## config.mk

```make
export PLATFORM = sky130hd
export DESIGN_NAME = uart_tx_fifo
export DESIGN_NICKNAME = d
export VERILOG_FILES = /design/src/rtl/uart_tx_fifo.sv
export SDC_FILE = /design/constraint.sdc
export NUM_CORES = 1
export LEC_CHECK = 0
export BUFFER_PORTS_ARGS = -buffer_cell sky130_fd_sc_hd__buf_2
export CAP_MARGIN = 20
export CORE_MARGIN = 5
export CORE_UTILIZATION = 63
export CTS_BUF_LIST = sky130_fd_sc_hd__clkbuf_2
export CTS_CLUSTER_SIZE = 14
export DETAILED_ROUTE_END_ITERATION = 8
export PLACE_DENSITY = 0.82
export SLEW_MARGIN = 20
export SYNTH_ARGS = -nofsm -noshare
export SYNTH_HDL_FRONTEND = slang
export SYNTH_SLANG_ARGS = --single-unit
```

## constraint.sdc

```tcl
create_clock -name clock -period 3.3 [get_ports clock]
set_clock_uncertainty 0.15 [all_clocks]
set_input_delay 0.33 -clock clock [delete_from_list [all_inputs] [get_ports clock]]
set_output_delay 0.33 -clock clock [all_outputs]
set_load 0.01 [all_outputs]
```

## src/rtl/uart_tx_fifo.sv

```systemverilog
// Byte FIFO plus transmit sequencer feeding a UART: loads one byte, pulses tx_ready,
// waits for tx_done, then optionally idles GAP_CYCLES clocks before the next byte.
module uart_tx_fifo #(
  parameter int DEPTH_LOG2 = 4,
  parameter int GAP_CYCLES = 0,
  parameter int GAP_W      = 16
) (
  input  logic                  clock,
  input  logic                  reset,
  input  logic [7:0]            wr_data,
  input  logic                  wr_en,
  output logic                  full,
  output logic                  empty,
  output logic [DEPTH_LOG2:0]   count,
  output logic                  overflow,
  output logic [7:0]            tx_data,
  output logic                  tx_ready,
  input  logic                  tx_done,
  output logic                  busy
);

  localparam int DEPTH = 1 << DEPTH_LOG2;
  localparam logic [DEPTH_LOG2:0] DEPTH_CNT  = (DEPTH_LOG2 + 1)'(DEPTH);
  localparam logic [GAP_W-1:0]    GAP_RELOAD = GAP_W'(GAP_CYCLES - 1);

  typedef enum logic [1:0] {IDLE, WAIT_DONE, GAP} state_t;

  logic [7:0]            mem_q [DEPTH];
  logic [DEPTH_LOG2-1:0] wr_ptr_q, rd_ptr_q;
  logic [DEPTH_LOG2:0]   count_q, count_d;
  logic [GAP_W-1:0]      gap_q;
  logic [7:0]            tx_data_q;
  logic                  tx_ready_q, overflow_q;
  state_t                state_q;
  logic                  wr_accept, pop;

  assign full      = (count_q == DEPTH_CNT);
  assign empty     = (count_q == '0);
  assign count     = count_q;
  assign overflow  = overflow_q;
  assign tx_data   = tx_data_q;
  assign tx_ready  = tx_ready_q;
  assign busy      = (state_q != IDLE);

  // full is evaluated before this cycle's pop, so a write while full is always dropped
  assign wr_accept = wr_en && !full;
  assign pop       = (state_q == IDLE) && !empty;

  always_comb begin
    count_d = count_q + (DEPTH_LOG2 + 1)'(wr_accept) - (DEPTH_LOG2 + 1)'(pop);
  end

  always_ff @(posedge clock) begin
    if (wr_accept) begin
      mem_q[wr_ptr_q] <= wr_data;
    end
  end

  always_ff @(posedge clock) begin
    if (reset) begin
      wr_ptr_q   <= '0;
      rd_ptr_q   <= '0;
      count_q    <= '0;
      gap_q      <= '0;
      tx_data_q  <= 8'h00;
      tx_ready_q <= 1'b0;
      overflow_q <= 1'b0;
      state_q    <= IDLE;
    end else begin
      count_q <= count_d;
      if (wr_accept) begin
        wr_ptr_q <= wr_ptr_q + DEPTH_LOG2'(1);
      end
      if (wr_en && full) begin
        overflow_q <= 1'b1;
      end

      case (state_q)
        IDLE: begin
          if (!empty) begin
            tx_data_q  <= mem_q[rd_ptr_q];
            rd_ptr_q   <= rd_ptr_q + DEPTH_LOG2'(1);
            tx_ready_q <= 1'b1;
            state_q    <= WAIT_DONE;
          end
        end
        WAIT_DONE: begin
          tx_ready_q <= 1'b0;
          // a tx_done coinciding with our own tx_ready pulse belongs to a previous byte
          if (tx_done && !tx_ready_q) begin
            if (GAP_CYCLES == 0) begin
              state_q <= IDLE;
            end else begin
              gap_q   <= GAP_RELOAD;
              state_q <= GAP;
            end
          end
        end
        GAP: begin
          if (gap_q == '0) begin
            state_q <= IDLE;
          end else begin
            gap_q <= gap_q - GAP_W'(1);
          end
        end
        default: state_q <= IDLE;
      endcase
    end
  end

endmodule
```

After elaboration in Yosys (flattened, before gate mapping):

Memory sizes are Yosys's and may differ from the RTL's. A register that Yosys moved wholly into a read port is not among the register bits.
Index checks and enable logic that the tools add are counted.

* register bits: 33
* memory bits (writable): 128
* input bits: 12
* output and inout bits: 18
* logic and storage cells: 45
* memories kept: 1

Memory list
* mem_q: words 16, bits a word 8, rd ports 1, clocked after Yosys merged registers in 1, write ports 1, line 28 `logic [7:0] mem_q [DEPTH];`

* add/subtract/negate cells: 5
* eq/ne operators: 6
* multiplexer cells: 8
* bitwise gates (word level): 2
* reductions and logical operators: 16

Operators with widths (count)
* $logic_not A16 Y1: 1
* $sub A16 B1 Y16 const B: 1
* $add A4 B1 Y4 const B: 2
* $mux W2: 3
* $ne A2 B2 Y1 const B: 3
* $pmux W2 S3: 1
* $reduce_and A2 Y1: 3
* $add A5 B1 Y5: 1
* $eq A5 B5 Y1 const B: 1
* $logic_not A5 Y1: 1
* $sub A5 B1 Y5: 1
* $logic_and A1 B1 Y1: 4
* $reduce_bool A2 Y1: 2
* $logic_not A1 Y1: 3
* $mux W1: 3
* $reduce_and A3 Y1: 1
* $eq A2 B1 Y1 const B: 1
* $eq A2 B2 Y1 const B: 1
* $logic_not A2 Y1: 1
* $not A1 Y1: 2
* $pmux W1 S2: 1

Longest topological paths before layout:

Gate-level depths: netlist of run 1.

* depth after elaboration: 5
* gate-level depth with buffers: 14
* depth with buffers taken out: 13

Worst setup path before layout of run 1:

OpenSTA, ideal clock, no wires.

* path kind: reg-to-reg
* start point: register count_q[3], in the netlist count[3]
* end point: register count_q[4], in the netlist count[4]
* setup time: 0.070 ns
* arrival time: 2.766 ns
* required time: 3.080 ns
* slack: 0.314 ns
* stages on the path, launching flop included: 14
* buffers on the path: 0
* period minus slack after synthesis: 2.986 ns
* path through: dfxtp_1 -> inv_1 -> ha_1 -> nor4b_2 -> or2_1 -> inv_1 -> ha_1 -> inv_1 -> ha_1 -> fa_1 -> a21oi_1 -> nor2_1 -> or3_1 -> a21oi_1

* elaborated cells on any way between the ends: 8
* classes of those cells: add/sub (2); eq/ne (1); reduce/logical (5)

RTL lines
* start: declaration: line 30 `logic [DEPTH_LOG2:0] count_q, count_d;`
* start signal: assignment: line 70 `count_q <= count_d;`
* $logic_not A5 Y1: line 38 `assign empty = (count_q == '0);`
* net empty: line 13 `output logic empty,`
* $logic_not A1 Y1
* $logic_and A1 B1 Y1: line 47 `assign pop = (state_q == IDLE) && !empty;`
* net pop: line 35 `logic wr_accept, pop;`
* $sub A5 B1 Y5: line 50 `count_d = count_q + (DEPTH_LOG2 + 1)'(wr_accept) - (DEPTH_LOG2 + 1)'(pop);`

The timed path passes the listed nets, and every way through them passes these cells.
A chain may end at the register's enable or synchronous reset.

Worst setup path in the final report of run 1:

* start point: register count_q[3], in the netlist count[3]
* end point: register count_q[4], in the netlist count[4]

* elaborated cells on any way between the ends: 8
* classes of those cells: add/sub (2); eq/ne (1); reduce/logical (5)

RTL lines (line)
* $logic_not A5 Y1: 38
* $logic_not A1 Y1
* $logic_and A1 B1 Y1: 47
* net pop: 35
* $sub A5 B1 Y5: 50

The timed path passes the listed nets, and every way through them passes these cells.

==> results.sh, run 1 <==
export IMPL_num_vias=3112
export IMPL_holdWs_ps=348
export IMPL_path_class="flip-flop to flip-flop"
export IMPL_avgSynthCellArea_um2=18.3
export IMPL_ys_seq_elements=152
export IMPL_p_seq_frac=0.535
export IMPL_maxCapViolCount=0
export IMPL_cp_max_fo=4
export IMPL_max_clock_freq_ghz=0.331
export IMPL_ios=30
export IMPL_grt_pass1_wl_um=17900
export IMPL_synth_seq_area_share=0.719
export IMPL_diodes=0
export IMPL_setup_viol=0
export IMPL_worstMarginPinSlew_ps=898
export IMPL_gr_total_overflow=0
export IMPL_syn_to_final_growth_pct=11.5
export IMPL_syn_nets=352
export IMPL_grt_pass1_vias=3281
export IMPL_worstReg2RegEnd="count[4]"
export IMPL_required_ps=3780
export IMPL_ys_async_sr_fraction=0
export IMPL_critical_path_top_delay_family="adder cells"
export IMPL_htree_levels=4
export IMPL_post_cts_buffers=0
export IMPL_post_route_period_util=0.916
export IMPL_hold_violations=0
export IMPL_p_switching_mw=1.44
export IMPL_r2r_start="count[3]"
export IMPL_p_int_mw=3.05
export IMPL_routed_via_density=5.86
export IMPL_clkSinkCount=152
export IMPL_grt_max_degree=35
export IMPL_status="complete, no violations"
export IMPL_r2r_slack_ps=280
export IMPL_core_area_um2=9280
export IMPL_synth_edf_count=128
export IMPL_track_usage=0.212
export IMPL_ir_drop_mv=0.416
export IMPL_fin_nets=413
export IMPL_p_clk_frac=0.201
export IMPL_place_hpwl_um=7210
export IMPL_die_area_um2=11600
export IMPL_hold_path_class="flip-flop to flip-flop"
export IMPL_path_buf_inv=3
export IMPL_cp_depth=13
export IMPL_tns_ps=0
export IMPL_critPathMaxStageDelay_ps=400
export IMPL_clk_path_buf_depth=2
export IMPL_cp_cell_sequence="inv_1 -> ha_1 -> nor4b_2 -> or2_1 -> inv_1 -> ha_1 -> inv_1 -> ha_1 -> fa_1 -> a21oi_1 -> nor2_1 -> or3_1 -> a21oi_1"
export IMPL_start_util=0.648
export IMPL_critPathLaunchType="flip-flop"
export IMPL_combPwrFrac=0.265
export IMPL_cellPowerDensity_nw_per_um2=669
export IMPL_drtPass1Iterations=6
export IMPL_die_height_um=108
export IMPL_netSwitchingFraction=0.320
export IMPL_root_buffer="clkbuf_2"
export IMPL_rows=35
export IMPL_slew_headroom=0.400
export IMPL_clock_latency_ps=670
export IMPL_antenna_found_initial=0
export IMPL_fin_crit_ps=3020
export IMPL_critPathCaptureType="flip-flop"
export IMPL_yosysWarnings=0
export IMPL_syn_area_um2=6010
export IMPL_reg2reg_depth=13
export IMPL_cts_made_buffers=17
export IMPL_clkTransAtPathRegs_ps=260
export IMPL_synthCells=328
export IMPL_synth_ff_type="edfxtp_1"
export IMPL_critPathSlowestCell="fa_1"
export IMPL_die_width_um=108
export IMPL_route_antenna_remaining_nets=0
export IMPL_grt_setup_unrepaired="no"
export IMPL_first_iter_violations=224
export IMPL_wire_per_inst_um=20.8
export IMPL_port_buffers=29
export IMPL_slew_violations=0
export IMPL_crit_end="count[4]"
export IMPL_drive_above_1_share=0.279
export IMPL_drc=0
export IMPL_cts_tree="built"
export IMPL_finalWeightedCongestion=0.771
export IMPL_cp_arrival_ps=3510
export IMPL_power_leakage_nw=2.28
export IMPL_wl_um=11100
export IMPL_critPathLaunch="count[3]"
export IMPL_post_synth_num_cell_types=33
## layer usage
metal | vias up | GRT usage | wire length [um]
li1 | 1413 | - | -
met1 | 1552 | 0.283 | 4190
met2 | 133 | 0.357 | 5780
met3 | 14 | 0.0456 | 926
met4 | 0 | 0.0613 | 160
met5 | - | 0 | 0
## worst min-delay path by stage
stage	start	end	slack, ps	cells past startpoint
floorplan	wr_data[0]	mem_q[0][0]	280	0
global placement	overflow	overflow	290	2
detailed placement	overflow	overflow	300	2
CTS	tx_ready	tx_ready	350	2
global route	wr_data[0]	mem_q[6][0]	360	2
finish	tx_ready	tx_ready	350	2
## worst reg2reg max path, stage by stage (launching register included)
cell     delay (ps)
dfxtp_1         390
inv_1            80
ha_1            160
nor4b_2         320
or2_1           180
inv_1           100
ha_1            280
inv_1            40
ha_1            190
fa_1            400
a21oi_1         140
nor2_1           60
or3_1           340
a21oi_1         150
## power by group through the flow
stage	clock network, mW	registers, mW	logic (mW)
6_report	0.900	2.40	1.19
5_1_grt	1.01	2.43	1.31
4_1_cts	0.923	2.40	1.20
3_5_place_dp	0	2.44	1.19
3_3_place_gp	0	2.43	1.16
2_1_floorplan	0	2.38	0.879
## flip-flops by register name (all words and copies together), names as in the netlist
name	cells
count	5
mem_q	128
overflow	1
rd_ptr_q	4
state_q	1
tx_data	8
tx_ready	1
wr_ptr_q	4
## final cells by class
class	count	area, um^2
clock inverter	15	116
timing repair buffer	59	413
tap	129	161
fill	591	2580
inverter	12	45.0
multi-input combinational	147	1560
sequential	152	4330
clock buffer	17	85.1
## layout by cell type, fill, tap and decap left out, types with 2 or more instances in the layout
master	Yosys	final
inv_6	0	7
mux4_2	32	32
clkbuf_2	0	17
a21oi_1	8	8
ha_1	11	11
nand2_1	8	8
xor2_1	3	3
clkinvlp_4	0	3
nor3_1	4	4
mux2i_1	16	16
nand2b_1	2	2
dfxtp_1	24	23
nand3_1	3	3
clkinv_1	0	2
dlygate4sd3_1	0	12
buf_2	7	29
nand3b_1	8	8
nor2b_1	2	2
inv_1	12	12
nor2_1	21	21
xnor2_1	5	5
o221ai_1	8	8
or3_1	3	3
edfxtp_1	128	128
o21ai_0	3	3
buf_4	3	17
## synthesized netlist by cell type (4+ instances only)
| cell | n | area (um^2) |
|---|---|---|
| nor3_1 | 4 | 20.0 |
| dfxtp_1 | 24 | 480 |
| edfxtp_1 | 128 | 3840 |
| o221ai_1 | 8 | 70.1 |
| xnor2_1 | 5 | 43.8 |
| nand2_1 | 8 | 30.0 |
| inv_1 | 12 | 45.0 |
| nand3b_1 | 8 | 60.1 |
| buf_2 | 7 | 35.0 |
| ha_1 | 11 | 138 |
| clkbuf_1 | 6 | 22.5 |
| mux4_2 | 32 | 721 |
| a21oi_1 | 8 | 40.0 |
| mux2i_1 | 16 | 160 |
| nor2_1 | 21 | 78.8 |
## kinds of logic after synthesis
logic type,Yosys count,synth area share
simple gates,58,0.0518
fa+ha+maj,12,0.0262
compound gates,21,0.0233
flops,152,0.719
buf+inv,29,0.0214
xor+xnor,8,0.0117
mux,48,0.146
## stage by stage
step | std cells | power (mW) | util | area [um^2] | worst slack [ps]
3_5_place_dp | 487 | 3.63 | 0.688 | 6380 | 338
5_1_grt | 531 | 4.75 | 0.722 | 6710 | 42.7
4_1_cts | 531 | 4.53 | 0.722 | 6710 | 272
6_report | 531 | 4.49 | 0.722 | 6710 | 277
2_1_floorplan | 328 | 3.26 | - | 6010 | 314
3_3_place_gp | 487 | 3.58 | 0.688 | 6380 | 386
## timing repair
action	4_1_cts	5_1_grt
gates resized for setup	0	0
hold buffers	12	0
hold endpoints to repair	144	0
Power figures use the tool's default switching activity.
==> run 2: changes to the inputs <==
--- a/config.mk
+++ b/config.mk
@@ -5,10 +5,11 @@
 export SDC_FILE = /design/constraint.sdc
 export NUM_CORES = 1
 export LEC_CHECK = 0
+export ABC_AREA = 1
 export BUFFER_PORTS_ARGS = -buffer_cell sky130_fd_sc_hd__buf_2
 export CAP_MARGIN = 20
 export CORE_MARGIN = 5
-export CORE_UTILIZATION = 63
+export CORE_UTILIZATION = 64
 export CTS_BUF_LIST = sky130_fd_sc_hd__clkbuf_2
 export CTS_CLUSTER_SIZE = 14
 export DETAILED_ROUTE_END_ITERATION = 8
==> run 2 against run 1 <==
Effect of this change: power is 16% higher; sequential power fell by 4%; global-route usage rose by 3.5 points; register-to-register slack better by 380 ps; die area up 7.4%; core utilization down 1.7 points; clock power rose by 22%.
==> results.sh, run 2 <==
export IMPL_status="complete, no violations"
export IMPL_ys_seq_elements=152
export IMPL_min_to="count[2]"
export IMPL_reg2reg_depth=13
export IMPL_p_int_mw=3.21
export IMPL_die_width_um=112
export IMPL_route_antenna_remaining_nets=0
export IMPL_diodes=0
export IMPL_drive_above_1_share=0.0947
export IMPL_ys_async_sr_fraction=0
export IMPL_synth_top_area_cell="edfxtp_1"
export IMPL_die_height_um=112
export IMPL_syn_nets=693
export IMPL_clock_latency_ps=730
export IMPL_worstMarginPinSlew_ps=1040
export IMPL_first_iter_violations=593
export IMPL_p_seq_frac=0.441
export IMPL_slew_headroom=0.307
export IMPL_critPathLaunchType="flip-flop"
export IMPL_hold_violations=0
export IMPL_antenna_found_initial=0
export IMPL_largest_register="mem_q"
export IMPL_cellPowerDensity_nw_per_um2=724
export IMPL_synth_seq_area_share=0.655
export IMPL_synth_edf_count=128
export IMPL_die_area_um2=12500
export IMPL_yosysWarnings=0
export IMPL_hold_path_class="input pin to flip-flop"
export IMPL_cp_arrival_ps=3140
export IMPL_power_leakage_nw=3.14
export IMPL_clkSinkCount=152
export IMPL_root_buffer="clkbuf_2"
export IMPL_avgSynthCellArea_um2=9.87
export IMPL_post_synth_num_cell_types=23
export IMPL_fin_crit_ps=2640
export IMPL_dp_slack_ps=718
export IMPL_syn_area_um2=6610
export IMPL_clk_path_buf_depth=2
export IMPL_rows=37
export IMPL_final_common_cell="nand2_1"
export IMPL_stdcell_count=854
export IMPL_place_inst=809
export IMPL_slew_violations=0
export IMPL_cts_tree="built"
export IMPL_ios=30
export IMPL_post_cts_buffers=0
export IMPL_wl_um=14900
export IMPL_wire_per_inst_um=17.5
export IMPL_max_clock_freq_ghz=0.379
export IMPL_port_buffers=29
export IMPL_r2r_start="count[3]"
export IMPL_synthCells=669
export IMPL_hold_start="reset"
export IMPL_finalWeightedCongestion=0.933
export IMPL_htree_levels=4
export IMPL_worstReg2RegEnd="count[4]"
export IMPL_num_vias=4723
export IMPL_grt_setup_unrepaired="no"
export IMPL_synth_top_area_frac=0.582
export IMPL_drc=0
export IMPL_track_usage=0.247
export IMPL_largest_reg_flops=128
export IMPL_holdWs_ps=356
export IMPL_synth_most_common_cell="nand2_1"
export IMPL_final_fill_count=727
export IMPL_setup_viol=0
export IMPL_path_class="flip-flop to flip-flop"
export IMPL_start_util=0.649
export IMPL_post_route_period_util=0.800
export IMPL_final_cell_mix="217 x nand2_1, 128 x edfxtp_1, 96 x inv_1"
export IMPL_clkTransAtPathRegs_ps=230
export IMPL_critPathCaptureType="flip-flop"
export IMPL_place_hpwl_um=9560
export IMPL_synth_common_cells="217 x nand2_1, 128 x edfxtp_1, 96 x inv_1"
export IMPL_cts_made_buffers=17
export IMPL_ir_drop_mv=0.579
export IMPL_core_area_um2=10200
export IMPL_gr_total_overflow=0
export IMPL_fin_util=0.705
export IMPL_ys_top_cells_by_area="edfxtp_1 58%, nand2_1 12%, dfxtp_1 7.3%, nand3_1 7.0%, inv_1 5.5%"
export IMPL_required_ps=3800
export IMPL_syn_to_final_growth_pct=8.73
export IMPL_drtPass1Iterations=6
export IMPL_netSwitchingFraction=0.384
export IMPL_hold_depth=3
export IMPL_cp_max_fo=7
export IMPL_fin_nets=729
export IMPL_p_switching_mw=2.00
export IMPL_maxCapViolCount=0
export IMPL_synth_ff_type="edfxtp_1"
export IMPL_grt_pass1_wl_um=23300
export IMPL_multi_input_area_um2=1740
export IMPL_register_area_um2=4330
export IMPL_combPwrFrac=0.348
export IMPL_routed_via_density=5.53
export IMPL_r2r_slack_ps=660
export IMPL_grt_pass1_vias=4557
export IMPL_tns_ps=0
export IMPL_p_clk_frac=0.211
export IMPL_grt_max_degree=67
export IMPL_worst_slack_ps=660
-- run 2: cell types whose count changed in the layout (fill, tap and decap cells not counted), sizes merged, moves of 8 or more --
| cell | change |
|---|---|
| buf | -14 |
| inv | +79 |
| mux4 | -32 |
| nand3b | -9 |
| nor2 | +17 |
| o221ai | -8 |
| nand3 | +89 |
| nand2 | +210 |
| mux2i | -16 |
-- run 2: worst max-delay path: stages, from the launching register on --
cell,delay (ps)
dfxtp_1,390
inv_1,90
ha_1,160
nand4_1,160
nand2_2,160
inv_1,80
ha_1,290
inv_1,40
ha_1,200
fa_1,420
a21oi_1,150
o21bai_1,90
o21ai_0,150
a21oi_1,60
-- run 2: kinds of logic after synthesis --
| logic type | Yosys count | synth area share |
|---|---|---|
| simple gates | 351 | 0.218 |
| flops | 152 | 0.655 |
| buf+inv | 129 | 0.0818 |
| compound gates | 22 | 0.0174 |
| fa+ha+maj | 12 | 0.0239 |
| xor+xnor | 3 | 0.00398 |
-- run 2: worst max path at each step --
stage / start / end / slack (ps) / cells past startpoint
after floorplan: count[3] / count[4] / 720 / 14
after global placement: count[3] / count[4] / 790 / 13
after detailed placement: count[3] / count[4] / 720 / 13
after CTS: count[3] / count[4] / 690 / 13
after global routing: count[3] / count[4] / 350 / 13
final: count[3] / count[4] / 660 / 13
-- run 2: cell type report --
cell class	count	area share
inverter	100	0.0524
sequential	152	0.602
tap	136	0.0237
clock buffer	18	0.0125
clock inverter	14	0.0242
multi-input combinational	388	0.242
timing repair buffer	46	0.0425
-- run 2: metrics by stage --
| step | total power, mW | cell area [um^2] |
|---|---|---|
| floorplan | 3.60 | 6610 |
| global placement | 3.99 | 6790 |
| detailed placement | 4.07 | 6790 |
| CTS | 5.17 | 7180 |
| global route | 5.52 | 7180 |
| finish | 5.20 | 7180 |
-- run 2: power by group through the flow --
stage,Combinational (mW),Clock [mW],Sequential [mW]
after CTS,1.78,1.10,2.29
after detailed placement,1.74,0,2.34
after floorplan,1.24,0,2.36
final,1.81,1.10,2.30
after global routing,2.01,1.19,2.31
after global placement,1.67,0,2.33
-- run 2: per-layer routing --
| metal | vias up | GRT usage | share of wire | wire [um] |
|---|---|---|---|---|
| met2 | 237 | 0.399 | 0.49 | 7250 |
| met5 | - | 0 | 0 | 0 |
| li1 | 2223 | - | - | - |
| met4 | 0 | 0.113 | 0.036 | 533 |
| met3 | 43 | 0.0674 | 0.10 | 1520 |
| met1 | 2220 | 0.315 | 0.38 | 5640 |
-- run 2: timing repair --
item,CTS,global route
gates resized for setup,0,0
hold buffers,13,0
hold endpoints to repair,145,0
==> run 3: changes to the inputs <==
--- a/config.mk
+++ b/config.mk
@@ -9,11 +9,11 @@
 export BUFFER_PORTS_ARGS = -buffer_cell sky130_fd_sc_hd__buf_2
 export CAP_MARGIN = 20
 export CORE_MARGIN = 5
-export CORE_UTILIZATION = 64
+export CORE_UTILIZATION = 57
 export CTS_BUF_LIST = sky130_fd_sc_hd__clkbuf_2
 export CTS_CLUSTER_SIZE = 14
 export DETAILED_ROUTE_END_ITERATION = 8
-export PLACE_DENSITY = 0.82
+export PLACE_DENSITY = 0.78
 export SLEW_MARGIN = 20
 export SYNTH_ARGS = -nofsm -noshare
 export SYNTH_HDL_FRONTEND = slang
==> constraint.sdc (replaced) <==
create_clock -name clock -period 2.25 [get_ports clock]
set_clock_uncertainty 0.15 [all_clocks]
set_input_delay 0.225 -clock clock [delete_from_list [all_inputs] [get_ports clock]]
set_output_delay 0.225 -clock clock [all_outputs]
set_load 0.01 [all_outputs]
==> run 3 against run 2 <==
Effect of this change: final cell count increased by 5.2%; core utilization down 4.0 points; first-iteration DRC count fell by 18%; design area increased by 5.3%; largest cell class unchanged; the run now ends with negative setup slack left; die area up 11%.
==> results.sh, run 3 (synthesis results as in run 2) <==
export IMPL_port_buffers=29
export IMPL_grt_pass1_wl_um=24500
export IMPL_ios=30
export IMPL_p_int_mw=5.03
export IMPL_final_common_cell="nand2_1"
export IMPL_drtPass1Iterations=6
export IMPL_drive_above_1_share=0.156
export IMPL_clock_latency_ps=730
export IMPL_die_height_um=118
export IMPL_clkSinkCount=152
export IMPL_track_usage=0.226
export IMPL_reg2reg_depth=12
export IMPL_start_util=0.581
export IMPL_power_leakage_nw=3.35
export IMPL_status="finished, violations left"
export IMPL_wl_um=15500
export IMPL_power_mw=8.10
export IMPL_critPathCaptureType="flip-flop"
export IMPL_register_area_um2=4330
export IMPL_combPwrFrac=0.384
export IMPL_ir_drop_mv=0.617
export IMPL_drc=0
export IMPL_netSwitchingFraction=0.378
export IMPL_wire_per_inst_um=17.2
export IMPL_worst_slack_ps=-147
export IMPL_first_iter_violations=484
export IMPL_routed_via_density=5.45
export IMPL_worstMarginPinSlew_ps=666
export IMPL_p_clk_frac=0.199
export IMPL_syn_to_final_growth_pct=14.5
export IMPL_place_area_um2=7080
export IMPL_cts_made_buffers=17
export IMPL_grt_max_degree=43
export IMPL_cp_depth=12
export IMPL_rows=39
export IMPL_fin_nets=766
export IMPL_cp_arrival_ps=2920
export IMPL_largest_reg_flops=128
export IMPL_slew_violations=0
export IMPL_critPathSlowestCell="fa_2"
export IMPL_hold_path_class="input pin to flip-flop"
export IMPL_path_class="flip-flop to flip-flop"
export IMPL_setup_viol=2
export IMPL_grt_setup_unrepaired="yes"
export IMPL_critical_path_top_delay_family="adder cells"
export IMPL_p_seq_frac=0.417
export IMPL_finalWeightedCongestion=0.831
export IMPL_largest_register="mem_q"
export IMPL_path_buf_inv=3
export IMPL_final_cell_mix="216 x nand2_1, 128 x edfxtp_1, 92 x nand3_1"
export IMPL_die_area_um2=13800
export IMPL_grt_pass1_vias=4843
export IMPL_hold_violations=0
export IMPL_cellPowerDensity_nw_per_um2=1070
export IMPL_final_fill_count=864
export IMPL_maxCapViolCount=0
export IMPL_hold_depth=2
export IMPL_cts_tree="built"
export IMPL_fin_crit_ps=2400
export IMPL_fin_area_um2=7570
export IMPL_gr_total_overflow=0
export IMPL_cp_max_fo=2
export IMPL_critPathMaxStageDelay_ps=390
export IMPL_die_width_um=118
export IMPL_tns_ps=-276
export IMPL_slew_headroom=0.554
export IMPL_core_area_um2=11400
export IMPL_violations="negative setup slack"
export IMPL_antenna_found_initial=0
export IMPL_clkTransAtPathRegs_ps=240
export IMPL_critPathLaunchType="flip-flop"
export IMPL_diodes=0
export IMPL_root_buffer="clkbuf_2"
export IMPL_max_clock_freq_ghz=0.417
export IMPL_post_route_period_util=1.07
export IMPL_clk_path_buf_depth=2
export IMPL_required_ps=2770
export IMPL_htree_levels=4
export IMPL_num_vias=4890
export IMPL_cp_cell_sequence="inv_2 -> ha_4 -> nand4_1 -> nand2_2 -> ha_4 -> inv_2 -> ha_4 -> fa_2 -> a21oi_2 -> o21bai_1 -> buf_4 -> a21oi_1"
export IMPL_cp_common_cell="ha_4"
export IMPL_p_switching_mw=3.06
export IMPL_dp_slack_ps=-90.0
export IMPL_multi_input_area_um2=1800
export IMPL_route_antenna_remaining_nets=0
export IMPL_place_hpwl_um=9500
-- run 3: cell types whose count changed in the layout (fill, tap and decap cells not counted), moves of 2 or more --
cell and change:
inv_4 +2, buf_4 +33, ha_4 +3, inv_2 +5
dfxtp_1 -2, inv_1 -5, buf_12 +2, buf_6 +2
ha_1 -3
-- run 3: worst reg2reg max path: stages, from the launching register on --
cell      delay [ps]
dfxtp_2          380
inv_2             50
ha_4             150
nand4_1          150
nand2_2          100
ha_4             280
inv_2             40
ha_4             150
fa_2             390
a21oi_2          170
o21bai_1         110
buf_4            140
a21oi_1          100
-- run 3: per-layer routing --
layer	global-route usage	vias up	part of all wire
met3	0.0543	44	0.079
met1	0.277	2316	0.38
met2	0.383	227	0.51
met4	0.0982	0	0.031
met5	0	-	0
li1	-	2303	-
-- run 3: worst paths after layout --
| path | start | slack (ps) | end |
|---|---|---|---|
| setup / recovery | count[2] | -150 | count[4] |
| hold / removal | wr_data[0] | 260 | mem_q[9][0] |
| setup reg to reg | count[2] | -150 | count[4] |
| hold reg to reg | tx_data[0] | 440 | tx_data[0] |
-- run 3: what timing repair did --
action                     4_1_cts  5_1_grt
pin swaps                        7        8
hold buffers                    14        0
setup endpoints to repair        2        4
gates resized for setup          1        4
hold endpoints to repair       145        0
setup buffers                    5        5
-- run 3: cell type report --
| cell class | instances | share of cell area |
|---|---|---|
| tap | 143 | 0.0236 |
| clock buffer | 17 | 0.0112 |
| timing repair buffer | 83 | 0.0820 |
| clock inverter | 15 | 0.0235 |
| inverter | 100 | 0.0499 |
| sequential | 152 | 0.572 |
| multi-input combinational | 388 | 0.237 |
-- run 3: power by group through the flow --
stage / registers (mW) / clock network [mW] / logic (mW)
3_5_place_dp: 3.44 / 0 / 2.80
4_1_cts: 3.37 / 1.63 / 2.92
3_3_place_gp: 3.42 / 0 / 2.71
2_1_floorplan: 3.48 / 0 / 1.92
5_1_grt: 3.40 / 1.76 / 3.45
6_report: 3.37 / 1.61 / 3.11
-- run 3: through the flow --
step / hold slack [ps] / std cells / util
floorplan: 174 / 669 / -
finish: 256 / 898 / 0.665
detailed placement: 306 / 844 / 0.623
CTS: 223 / 895 / 0.662
global placement: 287 / 844 / 0.623
global route: 243 / 898 / 0.665
